===== src/rtl/booth_arb_seq.sv =====
// booth_arb_seq: two-requester round-robin front end sharing one
// iterative radix-2 Booth multiplier (one step per clock).
// Ports: clk, rst_n (async, active-low); in0_*/in1_* valid/ready
// requests with signed BW-bit x,y; out_valid/out_ready result with
// signed 2*BW-bit out_z and requester out_id; busy (not IDLE).
// Optional: define BOOTH_ARB_STATS_EN to add 16-bit op_cnt0/op_cnt1
// counters of completed output handshakes per requester.
module booth_arb_seq #(
  parameter int BW = 4
) (
  input  logic                 clk,
  input  logic                 rst_n,
  input  logic                 in0_valid,
  output logic                 in0_ready,
  input  logic signed [BW-1:0] in0_x,
  input  logic signed [BW-1:0] in0_y,
  input  logic                 in1_valid,
  output logic                 in1_ready,
  input  logic signed [BW-1:0] in1_x,
  input  logic signed [BW-1:0] in1_y,
  output logic                 out_valid,
  input  logic                 out_ready,
  output logic signed [2*BW-1:0] out_z,
  output logic                 out_id,
  output logic                 busy
`ifdef BOOTH_ARB_STATS_EN
  ,
  output logic [15:0]          op_cnt0,
  output logic [15:0]          op_cnt1
`endif
);

  typedef enum logic [1:0] {
    IDLE,
    ITER,
    DONE
  } state_t;

  // acc = {a[BW:0], q[BW-1:0], q_m1}
  localparam int AW = 2*BW + 2;
  localparam int CW = $clog2(BW + 1);

  state_t                 state_q, state_d;
  logic [AW-1:0]          acc_q, acc_d;
  logic signed [BW-1:0]   y_q, y_d;
  logic [CW-1:0]          cnt_q, cnt_d;
  logic                   last_q, last_d;
  logic                   out_valid_q, out_valid_d;
  logic signed [2*BW-1:0] out_z_q, out_z_d;
  logic                   out_id_q, out_id_d;

  logic                   grant0, grant1;
  logic signed [BW:0]     a_cur, y_ext, a_sum;
  logic                   hs;

  // last_q=1 means requester 1 was served last, so 0 wins a tie
  assign grant0 = in0_valid && (!in1_valid || last_q);
  assign grant1 = in1_valid && (!in0_valid || !last_q);

  assign in0_ready = (state_q == IDLE) && grant0;
  assign in1_ready = (state_q == IDLE) && grant1;

  assign out_valid = out_valid_q;
  assign out_z     = out_z_q;
  assign out_id    = out_id_q;
  assign busy      = (state_q != IDLE);
  assign hs        = (state_q == DONE) && out_ready;

  // one Booth step: add/sub on the BW+1 bit upper half
  always_comb begin
    a_cur = acc_q[AW-1 -: BW+1];
    y_ext = {y_q[BW-1], y_q};
    unique case (acc_q[1:0])
      2'b10:   a_sum = a_cur - y_ext;
      2'b01:   a_sum = a_cur + y_ext;
      default: a_sum = a_cur;
    endcase
  end

  always_comb begin
    state_d     = state_q;
    acc_d       = acc_q;
    y_d         = y_q;
    cnt_d       = cnt_q;
    last_d      = last_q;
    out_valid_d = out_valid_q;
    out_z_d     = out_z_q;
    out_id_d    = out_id_q;
    unique case (state_q)
      IDLE: begin
        if (grant0 || grant1) begin
          state_d  = ITER;
          acc_d    = {{(BW+1){1'b0}},
                      (grant1 ? in1_x : in0_x), 1'b0};
          y_d      = grant1 ? in1_y : in0_y;
          cnt_d    = '0;
          last_d   = grant1;
          out_id_d = grant1;
        end
      end
      ITER: begin
        if (cnt_q == CW'(BW)) begin
          state_d     = DONE;
          out_valid_d = 1'b1;
          out_z_d     = acc_q[2*BW:1];
        end else begin
          // arithmetic right shift of {a,q,q_m1}
          acc_d = {a_sum[BW], a_sum, acc_q[BW:2], acc_q[1]};
          cnt_d = cnt_q + CW'(1);
        end
      end
      DONE: begin
        if (out_ready) begin
          state_d     = IDLE;
          out_valid_d = 1'b0;
        end
      end
      default: state_d = IDLE;
    endcase
  end

  always_ff @(posedge clk or negedge rst_n) begin
    if (!rst_n) begin
      state_q     <= IDLE;
      acc_q       <= '0;
      y_q         <= '0;
      cnt_q       <= '0;
      last_q      <= 1'b1;
      out_valid_q <= 1'b0;
      out_z_q     <= '0;
      out_id_q    <= 1'b0;
    end else begin
      state_q     <= state_d;
      acc_q       <= acc_d;
      y_q         <= y_d;
      cnt_q       <= cnt_d;
      last_q      <= last_d;
      out_valid_q <= out_valid_d;
      out_z_q     <= out_z_d;
      out_id_q    <= out_id_d;
    end
  end

`ifdef BOOTH_ARB_STATS_EN
  logic [15:0] op_cnt0_q, op_cnt0_d;
  logic [15:0] op_cnt1_q, op_cnt1_d;

  always_comb begin
    op_cnt0_d = op_cnt0_q;
    op_cnt1_d = op_cnt1_q;
    if (hs && !out_id_q) op_cnt0_d = op_cnt0_q + 16'd1;
    if (hs && out_id_q)  op_cnt1_d = op_cnt1_q + 16'd1;
  end

  always_ff @(posedge clk or negedge rst_n) begin
    if (!rst_n) begin
      op_cnt0_q <= '0;
      op_cnt1_q <= '0;
    end else begin
      op_cnt0_q <= op_cnt0_d;
      op_cnt1_q <= op_cnt1_d;
    end
  end

  assign op_cnt0 = op_cnt0_q;
  assign op_cnt1 = op_cnt1_q;
`else
  logic unused_hs;
  assign unused_hs = hs;
`endif

endmodule


===== config.mk =====
export PLATFORM = sky130hd
export DESIGN_NAME = booth_arb_seq
export DESIGN_NICKNAME = d
export VERILOG_FILES = /design/src/rtl/booth_arb_seq.sv
export SDC_FILE = /design/constraint.sdc
export NUM_CORES = 1
export LEC_CHECK = 0
export CORE_ASPECT_RATIO = 1.2
export CORE_MARGIN = 8
export CORE_UTILIZATION = 50
export DETAILED_ROUTE_END_ITERATION = 10
export GPL_TIMING_DRIVEN = 0
export PLACE_DENSITY = 0.79
export SLEW_MARGIN = 20
export SYNTH_ARGS = -nofsm -noshare
export SYNTH_HDL_FRONTEND = slang
export SYNTH_SLANG_ARGS = --single-unit

===== constraint.sdc =====
create_clock -name clk -period 2.9 [get_ports clk]
set_input_delay 0.58 -clock clk [delete_from_list [all_inputs] [get_ports clk]]
set_output_delay 0.58 -clock clk [all_outputs]
set_load 0.02 [all_outputs]

==> impl_metrics.prom <==
# TYPE chip_impl_metric gauge
chip_impl_metric{name="timing.max_cap.violations",unit=""} 0
chip_impl_metric{name="htreeDepth",unit=""} 2
chip_impl_metric{name="wire_length_reported_by_the_detailed_router",unit="um"} 3160
chip_impl_metric{name="register_bit_total_from_synthesis",unit=""} 29
chip_impl_info{name="rr_startpoint",value="acc_q[1]"} 1
chip_impl_info{name="crit_end",value="in1_ready"} 1
chip_impl_metric{name="total_track_usage",unit="%"} 13.1
chip_impl_metric{name="syn-num-nets",unit=""} 183
chip_impl_metric{name="clockBufferDepth",unit=""} 2
chip_impl_metric{name="critPathRequiredTime",unit="ns"} 2.32
chip_impl_info{name="run_status",value="finished clean"} 1
chip_impl_metric{name="antenna_violating_nets_post_route",unit=""} 0
chip_impl_metric{name="postCtsSetupBuffers",unit=""} 0
chip_impl_info{name="crit_path_end_kind",value="primary output"} 1
chip_impl_metric{name="place_hpwl",unit="um"} 2590
chip_impl_metric{name="yosysUniqueCellTypes",unit=""} 34
chip_impl_metric{name="clk-insertion-delay-late",unit="ns"} 0.32
chip_impl_metric{name="wl_per_cell",unit="um"} 13.8
chip_impl_info{name="synthDominantAreaCellType",value="sky130_fd_sc_hd__dfrtp_1"} 1
chip_impl_metric{name="synth-simple-area-share",unit="%"} 8.93
chip_impl_metric{name="achievable-frequency",unit="MHz"} 352
chip_impl_metric{name="setup-tns-final",unit="ns"} 0
chip_impl_metric{name="drt-initial-drc-count",unit=""} 20
chip_impl_info{name="start_kind",value="input port"} 1
chip_impl_metric{name="antenna_cells",unit=""} 0
chip_impl_metric{name="row_count",unit=""} 22
chip_impl_info{name="criticalPathCategory",value="in -> out"} 1
chip_impl_metric{name="timing.slew.headroom",unit="%"} 58.4
chip_impl_info{name="synth_top_family_by_area",value="compound AO/OA/AOI/OAI gates"} 1
chip_impl_metric{name="mappedNetlistArea",unit="um2"} 1580
chip_impl_metric{name="post-route-worst-setup-slack",unit="ns"} 0.0570
chip_impl_metric{name="synthXorXnorAreaFrac",unit="%"} 3.87
chip_impl_metric{name="grt_pass1_vias",unit=""} 1249
chip_impl_metric{name="initial_antenna_violation_count",unit=""} 0
chip_impl_metric{name="worst_ir_drop_vdd",unit="uV"} 743
chip_impl_metric{name="starting_utilization_of_the_core_area",unit="%"} 51.8
chip_impl_info{name="synth_top_cells_by_area",value="sky130_fd_sc_hd__dfrtp_1 (44%), sky130_fd_sc_hd__ha_1 (7.1%), sky130_fd_sc_hd__mux2_2 (6.4%), sky130_fd_sc_hd__o21ai_0 (6.3%), sky130_fd_sc_hd__mux2i_1 (5.1%)"} 1
chip_impl_metric{name="finalCoreUtilization",unit="%"} 66.3
chip_impl_metric{name="area_share_of_the_largest_cell_type_after_synthesis",unit="%"} 44.2
chip_impl_metric{name="seq_area_frac_synth",unit="%"} 45.9
chip_impl_metric{name="number_of_max_slew_violations_in_the_final_report",unit=""} 0
chip_impl_metric{name="clk_sinks",unit=""} 29
chip_impl_info{name="hold_path_class",value="in -> async"} 1
chip_impl_metric{name="cellLeakagePower",unit="nW"} 0.943
chip_impl_metric{name="layout-drive-gt1-share",unit="%"} 15.5
chip_impl_metric{name="drc",unit=""} 0
chip_impl_metric{name="drt_first_pass_iters",unit=""} 4
chip_impl_metric{name="postSynthAreaPerCell",unit="um2"} 10.4
chip_impl_metric{name="cts_inserted_buffers",unit=""} 5
chip_impl_info{name="ys_dominant_reg_cell",value="sky130_fd_sc_hd__dfrtp_1"} 1
chip_impl_info{name="rsz0062_at_grt",value="false"} 1
chip_impl_metric{name="final_period_minus_worst_setup_slack",unit="ns"} 2.84
chip_impl_metric{name="critical_path.max_fanout",unit=""} 9
chip_impl_metric{name="fp.dieW",unit="um"} 67.4
chip_impl_metric{name="die_height",unit="um"} 77.7
chip_impl_metric{name="max_slew.worst_pin.slew",unit="ns"} 0.623
chip_impl_metric{name="placement.setup.worst_slack",unit="ns"} 0.0612
chip_impl_metric{name="grt.overflow.total",unit=""} 0
chip_impl_metric{name="count_of_endpoints_failing_setup_in_the_final_report",unit=""} 0
chip_impl_metric{name="floorplan.die_area",unit="um2"} 5230
chip_impl_metric{name="cts_hold_repair.buffers",unit=""} 0
chip_impl_metric{name="grt_start_max_net_pins",unit=""} 30
chip_impl_metric{name="power.density",unit="nW/um2"} 1170
chip_impl_metric{name="async_set_reset_flop_share_out_of_synthesis",unit="%"} 100
chip_impl_metric{name="r2r.worst_path.cells",unit=""} 9
chip_impl_metric{name="buffer_ports.inserted",unit=""} 33
chip_impl_info{name="timing.rr.end",value="acc_q[7]"} 1
chip_impl_metric{name="finalCritPeriodShare",unit="%"} 98.0
chip_impl_metric{name="synth-adder-area-share",unit="%"} 8.37
chip_impl_metric{name="final_hold_viol_count",unit=""} 0
chip_impl_metric{name="vias",unit=""} 1188
chip_impl_metric{name="area_overhead_of_the_layout_relative_to_synthesis",unit="%"} 27.8
chip_impl_metric{name="finalNetCount",unit=""} 223
chip_impl_metric{name="final.fill_count",unit=""} 264
chip_impl_metric{name="routed_via_density",unit=""} 5.19
chip_impl_metric{name="placed_cells_incl_taps",unit=""} 221
chip_impl_metric{name="cts.clk_slew.worst_paths",unit="ns"} 0.09
chip_impl_metric{name="critical_path_data_arrival_time",unit="ns"} 2.26
chip_impl_metric{name="synth_cells",unit=""} 152
chip_impl_metric{name="post_synth_edffs",unit=""} 0
chip_impl_metric{name="worst_clock_skew",unit="ns"} 0.00280
chip_impl_metric{name="core_area",unit="um2"} 3060
chip_impl_info{name="cts_root_cell",value="sky130_fd_sc_hd__clkbuf_4"} 1
chip_impl_metric{name="fin_cells",unit=""} 229
chip_impl_metric{name="post_synth_mux_area_share",unit="%"} 11.5
chip_impl_metric{name="worst-r2r-setup-slack",unit="ns"} 0.62
chip_impl_metric{name="synth_compound_gate_area_share",unit="%"} 15.7
chip_impl_metric{name="synth-warning-count",unit=""} 0
chip_impl_metric{name="io_pins",unit=""} 34
chip_impl_metric{name="wire_length_of_the_first_global_routing_pass",unit="um"} 5230
chip_impl_metric{name="gpl.final_weighted_congestion",unit=""} 0.815
chip_impl_info{name="tritoncts",value="yes"} 1
chip_impl_info{name="startpoint_of_the_worst_setup_timing_path",value="in1_valid"} 1
chip_impl_metric{name="postCtsResizedCells",unit=""} 0
[registers in the layout (all words and copies together), names as in the netlist]
| name | flops |
|---|---|
| acc_q | 9 |
| out_z | 8 |
| y_q | 4 |
| cnt_q | 3 |
| state_q | 2 |
| last_q | 1 |
| out_id | 1 |
| out_valid | 1 |
[synthesized netlist by cell type, types with 2 or more instances]
cell type and number:
sky130_fd_sc_hd__nand2b_1 2, sky130_fd_sc_hd__ha_1 9, sky130_fd_sc_hd__a22oi_1 3, sky130_fd_sc_hd__o21ai_0 20, sky130_fd_sc_hd__xor2_1 5, sky130_fd_sc_hd__a21o_1 2
sky130_fd_sc_hd__mux2_2 9, sky130_fd_sc_hd__a21oi_1 4, sky130_fd_sc_hd__dfrtp_1 28, sky130_fd_sc_hd__a22o_1 3, sky130_fd_sc_hd__nor2_1 5, sky130_fd_sc_hd__nand2_1 19
sky130_fd_sc_hd__buf_6 2, sky130_fd_sc_hd__xnor2_1 2, sky130_fd_sc_hd__inv_1 13, sky130_fd_sc_hd__mux2i_1 8
[worst min path at each step]
stage          startpoint         to  slack [ns]  depth (start not counted)
2_1_floorplan       rst_n   acc_q[0]        0.28                          0
3_3_place_gp     out_z[0]   out_z[0]        0.46                          2
3_5_place_dp     out_z[0]   out_z[0]        0.47                          2
4_1_cts             rst_n   out_z[1]        0.27                          1
5_1_grt             rst_n   cnt_q[0]        0.29                          1
6_report            rst_n  out_valid        0.26                          1
[power breakdown]
group | internal (W) | switching, W | total, W
logic | 0.000648 | 0.000700 | 0.00135
registers | 0.000600 | 0.000148 | 0.000748
clock network | 0.000140 | 0.000135 | 0.000276
total | 0.00139 | 0.000984 | 0.00237
[per-stage QoR]
step / hold WS [ns] / power (W) / instance area, um2
floorplan: 0.284 / 0.00170 / 1580
global placement: 0.460 / 0.00204 / 1960
detailed placement: 0.470 / 0.00212 / 1950
global route: 0.294 / 0.00260 / 2020
CTS: 0.273 / 0.00240 / 2020
finish: 0.264 / 0.00237 / 2020
[cells in the final DEF, fill, tap and decap left out, types with 4 or more instances in the layout]
| cell | synthesis | layout |
|---|---|---|
| sky130_fd_sc_hd__a21oi_1 | 4 | 4 |
| sky130_fd_sc_hd__clkbuf_4 | 0 | 5 |
| sky130_fd_sc_hd__clkdlybuf4s50_1 | 0 | 32 |
| sky130_fd_sc_hd__dfrtp_1 | 28 | 28 |
| sky130_fd_sc_hd__ha_1 | 9 | 9 |
| sky130_fd_sc_hd__inv_1 | 13 | 13 |
| sky130_fd_sc_hd__mux2_2 | 9 | 9 |
| sky130_fd_sc_hd__mux2i_1 | 8 | 8 |
| sky130_fd_sc_hd__nand2_1 | 19 | 19 |
| sky130_fd_sc_hd__nor2_1 | 5 | 5 |
| sky130_fd_sc_hd__o21ai_0 | 20 | 20 |
| sky130_fd_sc_hd__xor2_1 | 5 | 5 |
[cells by family (layout without fill, tap and decap cells)]
logic type | Yosys count | after routing
flip-flops | 29 | 29
buffers and inverters | 19 | 60
AO/OA/AOI/OAI | 38 | 38
adder cells (fa/ha/maj) | 10 | 10
AND/OR/NAND/NOR | 32 | 32
XOR/XNOR | 7 | 7
multiplexers | 17 | 17
[cell type report]
| type | count | area, um2 | share of cell area, % |
|---|---|---|---|
| buffer | 6 | 42.5 | 2.10 |
| clock inverter | 1 | 5.00 | 0.247 |
| tap | 36 | 45.0 | 2.22 |
| multi-input combinational | 104 | 766 | 37.8 |
| timing repair buffer | 33 | 325 | 16.1 |
| sequential | 29 | 727 | 35.9 |
| clock buffer | 7 | 65.1 | 3.21 |
| inverter | 13 | 48.8 | 2.41 |
[layer usage]
metal | share of wire (%) | GRT usage, % | vias to the layer above
met5 | 0 | 0 | -
met4 | 2.3 | 6.71 | 0
met3 | 7.4 | 5.89 | 7
met2 | 49 | 21.9 | 37
met1 | 41 | 13.4 | 546
li1 | - | - | 598
[worst max-delay path, stage by stage]
cell and delay [ns]:
sky130_fd_sc_hd__clkdlybuf4s50_1 0.58, sky130_fd_sc_hd__a21boi_2 0.21, sky130_fd_sc_hd__buf_6 0.16, sky130_fd_sc_hd__and2_1 0.13, sky130_fd_sc_hd__clkdlybuf4s50_1 0.60
No activity file was read; power rests on OpenSTA's default activity.
